<file path="src/rtl/mem_uart_tx.sv">
// Memory-mapped 8N1 UART transmitter on the picorv32 native bus (16-byte window).
// MEM_UART_TX_FIFO_EN selects a FIFO_DEPTH-entry FIFO; otherwise a single holding register.
`timescale 1ns/1ps
module mem_uart_tx #(
   parameter logic [31:0] BASE_ADDR  = 32'h0000_C000,
   parameter int unsigned CLK_DIV    = 234,
   parameter int unsigned FIFO_DEPTH = 8
) (
   input  logic        clk,
   input  logic        resetn,
   input  logic        mem_valid,
   input  logic [31:0] mem_addr,
   input  logic [31:0] mem_wdata,
   input  logic [3:0]  mem_wstrb,
   output logic        mem_ready,
   output logic [31:0] mem_rdata,
   output logic        uart_tx
);

   if (FIFO_DEPTH < 2 || FIFO_DEPTH > 16 || (FIFO_DEPTH & (FIFO_DEPTH - 1)) != 0) begin : g_bad_depth
      $error("mem_uart_tx: FIFO_DEPTH must be a power of two in 2..16");
   end

`ifdef MEM_UART_TX_FIFO_EN
   localparam int unsigned DEPTH = FIFO_DEPTH;
`else
   localparam int unsigned DEPTH = 1;
`endif
   localparam int unsigned LW = $clog2(DEPTH) + 1;

   typedef enum logic [1:0] {S_IDLE, S_START, S_DATA, S_STOP} state_e;

   state_e        state_q, state_d;
   logic [7:0]    shift_q, shift_d;
   logic [2:0]    bit_q, bit_d;
   logic [15:0]   cnt_q, cnt_d;
   logic [15:0]   div_q, div_d;
   logic [15:0]   bdiv_q, bdiv_d;
   logic          tx_q, tx_d;
   logic          ready_q, ready_d;
   logic [31:0]   rdata_q, rdata_d;
   logic [LW-1:0] level_q, level_d;

   logic [7:0]  head;
   logic [15:0] div_wr;
   logic [1:0]  off;
   logic        sel, data_wr, full, busy, push, pop, bit_end;
   logic        unused_bits;

   assign unused_bits = ^{mem_addr[1:0], mem_wdata[31:16]};

   assign off     = mem_addr[3:2];
   assign sel     = mem_valid && (mem_addr[31:4] == BASE_ADDR[31:4]) && !ready_q;
   assign data_wr = sel && (off == 2'd0) && mem_wstrb[0];
   assign full    = (level_q == LW'(DEPTH));
   assign busy    = (state_q != S_IDLE) || (level_q != '0);
   assign pop     = (state_q == S_IDLE) && (level_q != '0);
   // A full FIFO still accepts a push in the cycle the transmitter pops.
   assign push    = data_wr && (!full || pop);

`ifdef MEM_UART_TX_FIFO_EN
   localparam int unsigned PW = $clog2(DEPTH);
   logic [7:0]    fifo_q [DEPTH];
   logic [PW-1:0] wr_ptr_q, wr_ptr_d, rd_ptr_q, rd_ptr_d;

   assign wr_ptr_d = wr_ptr_q + PW'(push);
   assign rd_ptr_d = rd_ptr_q + PW'(pop);
   assign head     = fifo_q[rd_ptr_q];

   always_ff @(posedge clk) begin
      if (push) fifo_q[wr_ptr_q] <= mem_wdata[7:0];
   end
`else
   logic [7:0] hold_q;

   assign head = hold_q;

   always_ff @(posedge clk) begin
      if (push) hold_q <= mem_wdata[7:0];
   end
`endif

   always_comb begin
      level_d = level_q;
      if (push && !pop)      level_d = level_q + LW'(1);
      else if (!push && pop) level_d = level_q - LW'(1);

      ready_d = sel && !(data_wr && full && !pop);

      div_wr = {mem_wstrb[1] ? mem_wdata[15:8] : div_q[15:8],
                mem_wstrb[0] ? mem_wdata[7:0]  : div_q[7:0]};
      div_d  = div_q;
      if (ready_d && off == 2'd2 && mem_wstrb != 4'b0000)
         div_d = (div_wr < 16'd2) ? 16'd2 : div_wr;

      rdata_d = '0;
      if (ready_d && mem_wstrb == 4'b0000) begin
         case (off)
            2'd1:    rdata_d = {23'b0, 5'(level_q), 2'b00, full, busy};
            2'd2:    rdata_d = {16'b0, div_q};
            default: rdata_d = '0;
         endcase
      end
   end

   // bdiv holds the divider for the bit in flight; DIV writes land at the next boundary.
   always_comb begin
      state_d = state_q;
      shift_d = shift_q;
      bit_d   = bit_q;
      cnt_d   = cnt_q;
      bdiv_d  = bdiv_q;
      bit_end = (cnt_q == bdiv_q - 16'd1);
      case (state_q)
         S_IDLE: begin
            if (pop) begin
               shift_d = head;
               bit_d   = '0;
               cnt_d   = '0;
               bdiv_d  = div_q;
               state_d = S_START;
            end
         end
         S_START: begin
            cnt_d = cnt_q + 16'd1;
            if (bit_end) begin
               cnt_d   = '0;
               bdiv_d  = div_q;
               state_d = S_DATA;
            end
         end
         S_DATA: begin
            cnt_d = cnt_q + 16'd1;
            if (bit_end) begin
               cnt_d   = '0;
               bdiv_d  = div_q;
               shift_d = shift_q >> 1;
               bit_d   = bit_q + 3'd1;
               if (bit_q == 3'd7) state_d = S_STOP;
            end
         end
         S_STOP: begin
            cnt_d = cnt_q + 16'd1;
            if (bit_end) begin
               cnt_d   = '0;
               state_d = S_IDLE;
            end
         end
         default: state_d = S_IDLE;
      endcase

      case (state_d)
         S_START: tx_d = 1'b0;
         S_DATA:  tx_d = shift_d[0];
         default: tx_d = 1'b1;
      endcase
   end

   always_ff @(posedge clk or negedge resetn) begin
      if (!resetn) begin
         state_q  <= S_IDLE;
         shift_q  <= '0;
         bit_q    <= '0;
         cnt_q    <= '0;
         div_q    <= 16'(CLK_DIV);
         bdiv_q   <= 16'(CLK_DIV);
         tx_q     <= 1'b1;
         ready_q  <= 1'b0;
         rdata_q  <= '0;
         level_q  <= '0;
`ifdef MEM_UART_TX_FIFO_EN
         wr_ptr_q <= '0;
         rd_ptr_q <= '0;
`endif
      end else begin
         state_q  <= state_d;
         shift_q  <= shift_d;
         bit_q    <= bit_d;
         cnt_q    <= cnt_d;
         div_q    <= div_d;
         bdiv_q   <= bdiv_d;
         tx_q     <= tx_d;
         ready_q  <= ready_d;
         rdata_q  <= rdata_d;
         level_q  <= level_d;
`ifdef MEM_UART_TX_FIFO_EN
         wr_ptr_q <= wr_ptr_d;
         rd_ptr_q <= rd_ptr_d;
`endif
      end
   end

   assign mem_ready = ready_q;
   assign mem_rdata = rdata_q;
   assign uart_tx   = tx_q;

endmodule

</file>
<file path="config.mk">
export PLATFORM = sky130hd
export DESIGN_NAME = mem_uart_tx
export DESIGN_NICKNAME = d
export VERILOG_FILES = /design/src/rtl/mem_uart_tx.sv
export SDC_FILE = /design/constraint.sdc
export NUM_CORES = 1
export LEC_CHECK = 0
export ABC_AREA = 1
export CORE_MARGIN = 2
export CORE_UTILIZATION = 53
export CTS_BUF_LIST = sky130_fd_sc_hd__clkbuf_4 sky130_fd_sc_hd__clkbuf_8
export CTS_CLUSTER_DIAMETER = 40
export CTS_CLUSTER_SIZE = 40
export DETAILED_ROUTE_END_ITERATION = 6
export PLACE_DENSITY = 0.85
export REMOVE_ABC_BUFFERS = 1
export SYNTH_ARGS = -nofsm -noshare
export SYNTH_HDL_FRONTEND = slang
export SYNTH_SLANG_ARGS = --single-unit
</file>
<file path="constraint.sdc">
create_clock -name clk -period 2.52 [get_ports clk]
set_input_delay 0.252 -clock clk [delete_from_list [all_inputs] [get_ports clk]]
set_output_delay 0.252 -clock clk [all_outputs]
set_load 0.05 [all_outputs]
</file>
# ---- Word level (Yosys, flattened, before mapping)
# Index checks and enable logic that the tools add are counted.
dict set report word_totals {
  latchBits 0
  rom_bits 0
  in_bits 71
  output_inout_bits 34
  mem_count 0
  regBits 104
  elab_cells 90
  ramBits 0
}
dict set report classes {
  div_mod_pow 0
  n_reduce_logical 33
  magnitude_cmp 1
  bitwise 0
  muxes 26
  n_shift 0
  n_eq_ne 13
  n_mul 0
  n_addsub 5
}
# op count
set ops {}
lappend ops {{$mux W16} 6}
lappend ops {{$pmux W16 S2} 3}
lappend ops {{$mux W8} 4}
lappend ops {{$eq A28 B12 Y1 const B} 1}
lappend ops {{$add A16 B1 Y16 const B} 1}
lappend ops {{$eq A16 B16 Y1} 1}
lappend ops {{$lt A16 B2 Y1 const B} 1}
lappend ops {{$pmux W8 S2} 1}
lappend ops {{$sub A16 B1 Y16 const B} 1}
lappend ops {{$logic_and A1 B1 Y1} 14}
lappend ops {{$mux W2} 5}
lappend ops {{$eq A2 B2 Y1 const B} 4}
lappend ops {{$pmux W2 S4} 1}
lappend ops {{$reduce_bool A2 Y1} 4}
lappend ops {{$eq A2 B1 Y1 const B} 3}
lappend ops {{$mux W3} 2}
lappend ops {{$pmux W3 S2} 1}
lappend ops {{$reduce_and A3 Y1} 2}
lappend ops {{$logic_not A1 Y1} 5}
lappend ops {{$logic_not A2 Y1} 2}
lappend ops {{$logic_not A4 Y1} 1}
lappend ops {{$ne A2 B2 Y1 const B} 2}
lappend ops {{$reduce_bool A4 Y1} 1}
lappend ops {{$add A3 B1 Y3 const B} 1}
lappend ops {{other kinds (9)} 11}

# ---- Longest topological paths before layout
dict set report logic_depth {
  ltp_word 11
  ltp_mapped 19
  depth_no_buf 19
}

# ---- Worst setup path after synthesis
# OpenSTA, ideal clock, no wires.
dict set report synth_timing {
  path_type {register to register}
  start {reg bdiv_q[0]}
  end {reg bdiv_q[8]}
  t_arrival_ns 2.108
  setup_ns 0.118
  t_required_ns 2.402
  slack_ns 0.294
  synth_period_minus_slack_ns 2.226
  path_stages_with_launch 16
  cell_sequence {dfrtp_1 -> inv_1 -> ha_1 -> nand2_4 -> nor2_8 -> xor2_2 -> nand2_2 -> nor2_4 -> nand3_4 -> nor2_8 -> inv_4 -> nand2_4 -> o211ai_4 -> buf_6 -> nand2_1 -> o21ai_2}
}
dict set report synth_between {
  elab_chain_len 4
}
# element line
set synth_rtl {}
lappend synth_rtl {{start, declared} 38} ;# logic [15:0] bdiv_q, bdiv_d;
lappend synth_rtl {{start signal, assigned} 166} ;# bdiv_q <= 16'(CLK_DIV);
lappend synth_rtl {{start signal, assigned} 181} ;# bdiv_q <= bdiv_d;
lappend synth_rtl {{$sub A16 B1 Y16} 113} ;# bit_end = (cnt_q == bdiv_q - 16'd1);
lappend synth_rtl {{$eq A16 B16 Y1} 113}
lappend synth_rtl {{$ne A2 B1 Y1 (no line)} --}
lappend synth_rtl {{$reduce_and A3 Y1 (no line)} --}
# No other way between the ends.
# A chain may end at the register's enable or synchronous reset.

# ---- Worst setup path in the final report
dict set report layout_timing {
  start {reg bdiv_q[1]}
  end {reg bdiv_q[11]}
}
# Same word-level chain as after synthesis.

==> out/metrics.cfg <==
[logic_synthesis]
ys_ff_latch=88
postSynthAreaPerCell_sq_um=8.20
synth_edf_count=8
synthFlopType=dfrtp_1
ys_seq_area_share_pct=44.2
synthCells=623
yosysWarnings=0
syn_area_sq_um=5110
synth-async-reset-ratio_pct=90.9
synth.distinct_cells=50

[critical_path]
cp-start-kind=register
worstPathMaxFanout=6
worstPathArrival_ps=2720
crit_type=reg2reg
r2r_slack_ps=40
crit_required_ps=2760
cp_cell_sequence=inv_1 > ha_4 > xor2_2 > nand3_1 > nor2_2 > nand3_2 > nor2_4 > nand3_4 > nor2_8 > inv_4 > nand2_8 > o211ai_2 > nand2_1 > o21ai_2
cp-end-kind=register
cpPeakStageDelay_ps=570
critical-path-slowest-cell=dfstp_2

[die]
die-height_um=102
initial_core_util_pct=55.0
io_pins=105
fp.dieArea_sq_um=10400
dieWidth_um=102
core.rowCount=35
coreArea_sq_um=9280

[sta]
fin_ws_ps=43.3
relSlewSlack_pct=59.6
worst_slew_pin_slew_ps=604
period_minus_slack_ps=2480
period_share_pct=98.3
tns_ps=0
hold_violations=0
drv_slew=0
setup_violations=0
clock_skew_ps=20.5
clock.fmax_mhz=404

[placed_design]
dpl.hpwl_um=8510
place_worst_setup_slack_ps=-11.7
gp_congestion=0.873
numPortBuffers=70
place_inst=821

[final_layout]
drive_gt1_share_pct=14.5
n_antenna_cell=0
fillers=687
nets=797
finalNonFillerCells=848
areaGrowthSynthToFinish_pct=23.2

[power]
comb_power_share_pct=7.8
p_sw_share_pct=25.1
seq_power_share_pct=53.7
power_leakage_nw=2.87
p_per_area_nw_per_um2=423
internal-power_w=0.00200
ir_worst_vdd_mv=0.360
power_frac_clock_pct=38.5
p_switching_w=0.000667

[grt]
grt_pass1_wl_um=19600
grt.total_usage_pct=24.2
antenna_found_initial=0
grt_pass1_vias=4180
gr-total-overflow=0
grt_max_degree=48

[drt]
dr_total_vias=4433
wire_per_inst_um=14.4
wl_um=12200
first_pass_iters=5
vias_per_cell=5.23
drt_iter0_drc=339
antenna_left=0
drc=0

[run_status]
status=complete, no violations

[clock_tree]
root_buffer=clkbuf_8
cts_buffers=9
clock-sinks=88
clockBufferDepth=2
clkTransAtPathRegs_ps=100
cts_htree_levels=3
cts_tree=built
clock_latency_ps=370

[job]
drv_cap=0

[min_path]
holdCritPathClass=in2async

## flip-flops by register name, summed over array words and instances, names as in the netlist, 2 cells and up
register,flops
mem_rdata,16
bit_q,3
state_q,2
shift_q,8
cnt_q,16
div_q,16
bdiv_q,16
head,8
## metrics by stage
step | power (W) | area [sq um] | utilization (%) | hold slack, ps
after floorplan | 0.00154 | 4960 | - | -43.6
after global placement | 0.00166 | 5920 | 63.8 | 279
after detailed placement | 0.00166 | 5920 | 63.8 | 280
after CTS | 0.00267 | 6180 | 66.5 | 447
after global routing | 0.00275 | 6290 | 67.8 | 476
final | 0.00266 | 6290 | 67.8 | 416
## per-layer routing
layer | track usage, % | vias to the layer above | part of all wire (%)
met1 | 32.2 | 2075 | 42
met3 | 4.45 | 33 | 5.8
li1 | - | 2150 | -
met5 | 0 | - | 0
met4 | 8.51 | 0 | 2.7
met2 | 40.1 | 175 | 49
## power by group through the flow
stage,logic (W),clock network (W),registers (W)
floorplan,0.0000775,0,0.00146
global placement,0.000201,0,0.00146
detailed placement,0.000205,0,0.00146
CTS,0.000207,0.00104,0.00143
global route,0.000224,0.00110,0.00143
finish,0.000208,0.00103,0.00143
## logic make-up (layout without fill, tap and decap cells)
family	Yosys count	count (layout)	share of synthesized area [%]
muxes	1	1	0.196
xor gates and xnor gates	24	24	4.26
and+or+nand+nor	303	303	27.7
other	1	16	0.0734
buffers and inverters	107	186	9.77
DFF	88	88	44.2
adders and majority gates	12	12	2.94
AOI/OAI and AO/OA	87	89	10.9
## critical path: cells and delay by family, from the launching register on
| kind | cells | cell delay (ps) |
|---|---|---|
| AOI/OAI and AO/OA | 2 | 270 |
| adders and majority gates | 1 | 270 |
| xor gates and xnor gates | 1 | 150 |
| and+or+nand+nor | 8 | 980 |
| buffers and inverters | 2 | 130 |
| DFF | 1 | 570 |
## placed cells by master, fill, tap and decap left out, types with 3 or more instances in the layout
cell type        instances
nand4_1                  8
nand2_2                  5
conb_1                  16
dfrtp_1                 69
xnor2_1                  5
o21ai_2                 15
o21ai_0                 24
o21ai_1                  3
dfstp_2                 11
nor4_1                   6
nor2_2                   6
a31oi_1                  7
xor2_1                  17
and2_1                   3
edfxtp_1                 8
ha_1                    10
buf_4                   17
nor2_4                   4
nor3_1                   4
clkdlybuf4s50_1         69
nor2_1                  77
nand2_1                144
a21oi_1                 19
buf_6                    3
o22ai_1                 11
nand3_1                 28
clkbuf_8                 9
inv_1                   72
nand3b_1                 4
nor2_8                   3
## final timing paths
| check | startpoint | end | cells after the start |
|---|---|---|---|
| max | bdiv_q[1] | bdiv_q[11] | 14 |
| min | resetn | shift_q[0] | 2 |
| max reg2reg | bdiv_q[1] | bdiv_q[11] | 14 |
| min reg2reg | div_q[3] | div_q[3] | 2 |
| max in group asynchronous | resetn | uart_tx | 3 |
| min in group clk | div_q[3] | div_q[3] | 2 |
## area by class of cell
class | instances | area [sq um] | share of cell area [%]
clock buffers | 9 | 124 | 1.97
clock inverters | 7 | 85.1 | 1.35
inverters | 78 | 300 | 4.77
multi-input cells | 445 | 2490 | 39.5
flip-flops and latches | 88 | 2260 | 35.8
well taps | 129 | 161 | 2.56
repair buffers | 91 | 877 | 13.9
repair inverters | 1 | 5.00 | 0.0795
## repair_timing
action | 4_1_cts | 5_1_grt
hold endpoints to repair | 35 | 0
setup buffers | 3 | 4
hold buffers | 1 | 0
pin swaps | 2 | 7
setup endpoints to repair | 12 | 41
cloned | 1 | 2
resized for setup | 0 | 15
## cell usage after synthesis, types with 2 or more instances
library cell  instances  area share, %
buf_6                 4           0.88
nor2_1               78            5.7
ha_1                 12            2.9
edfxtp_1              8            4.7
nand3_1              29            2.8
o21ai_0              26            2.5
a21oi_1              19            1.9
xnor2_1               5           0.86
inv_2                 2           0.15
o21a_1                2           0.29
clkinv_1              2           0.15
nand4_1               8           0.98
and2_1                3           0.37
nor4_1                6           0.74
nand2_1             144             11
dfstp_2              11            5.7
inv_1                72            5.3
clkbuf_1              8           0.59
a31oi_1               7           0.86
buf_4                16            2.4
nand3b_1              4           0.59
nor2_8                3            1.2
nor2_4                3           0.66
o22ai_1              11            1.3
nand2_4               3           0.66
nor3_1                4           0.39
dfrtp_1              69             34
xor2_1               18            3.1
nand3_4               2           0.69
nor2_2                6           0.74
o21ai_2              15            2.6
nand2_2               5           0.61
Power figures use the tool's default switching activity.
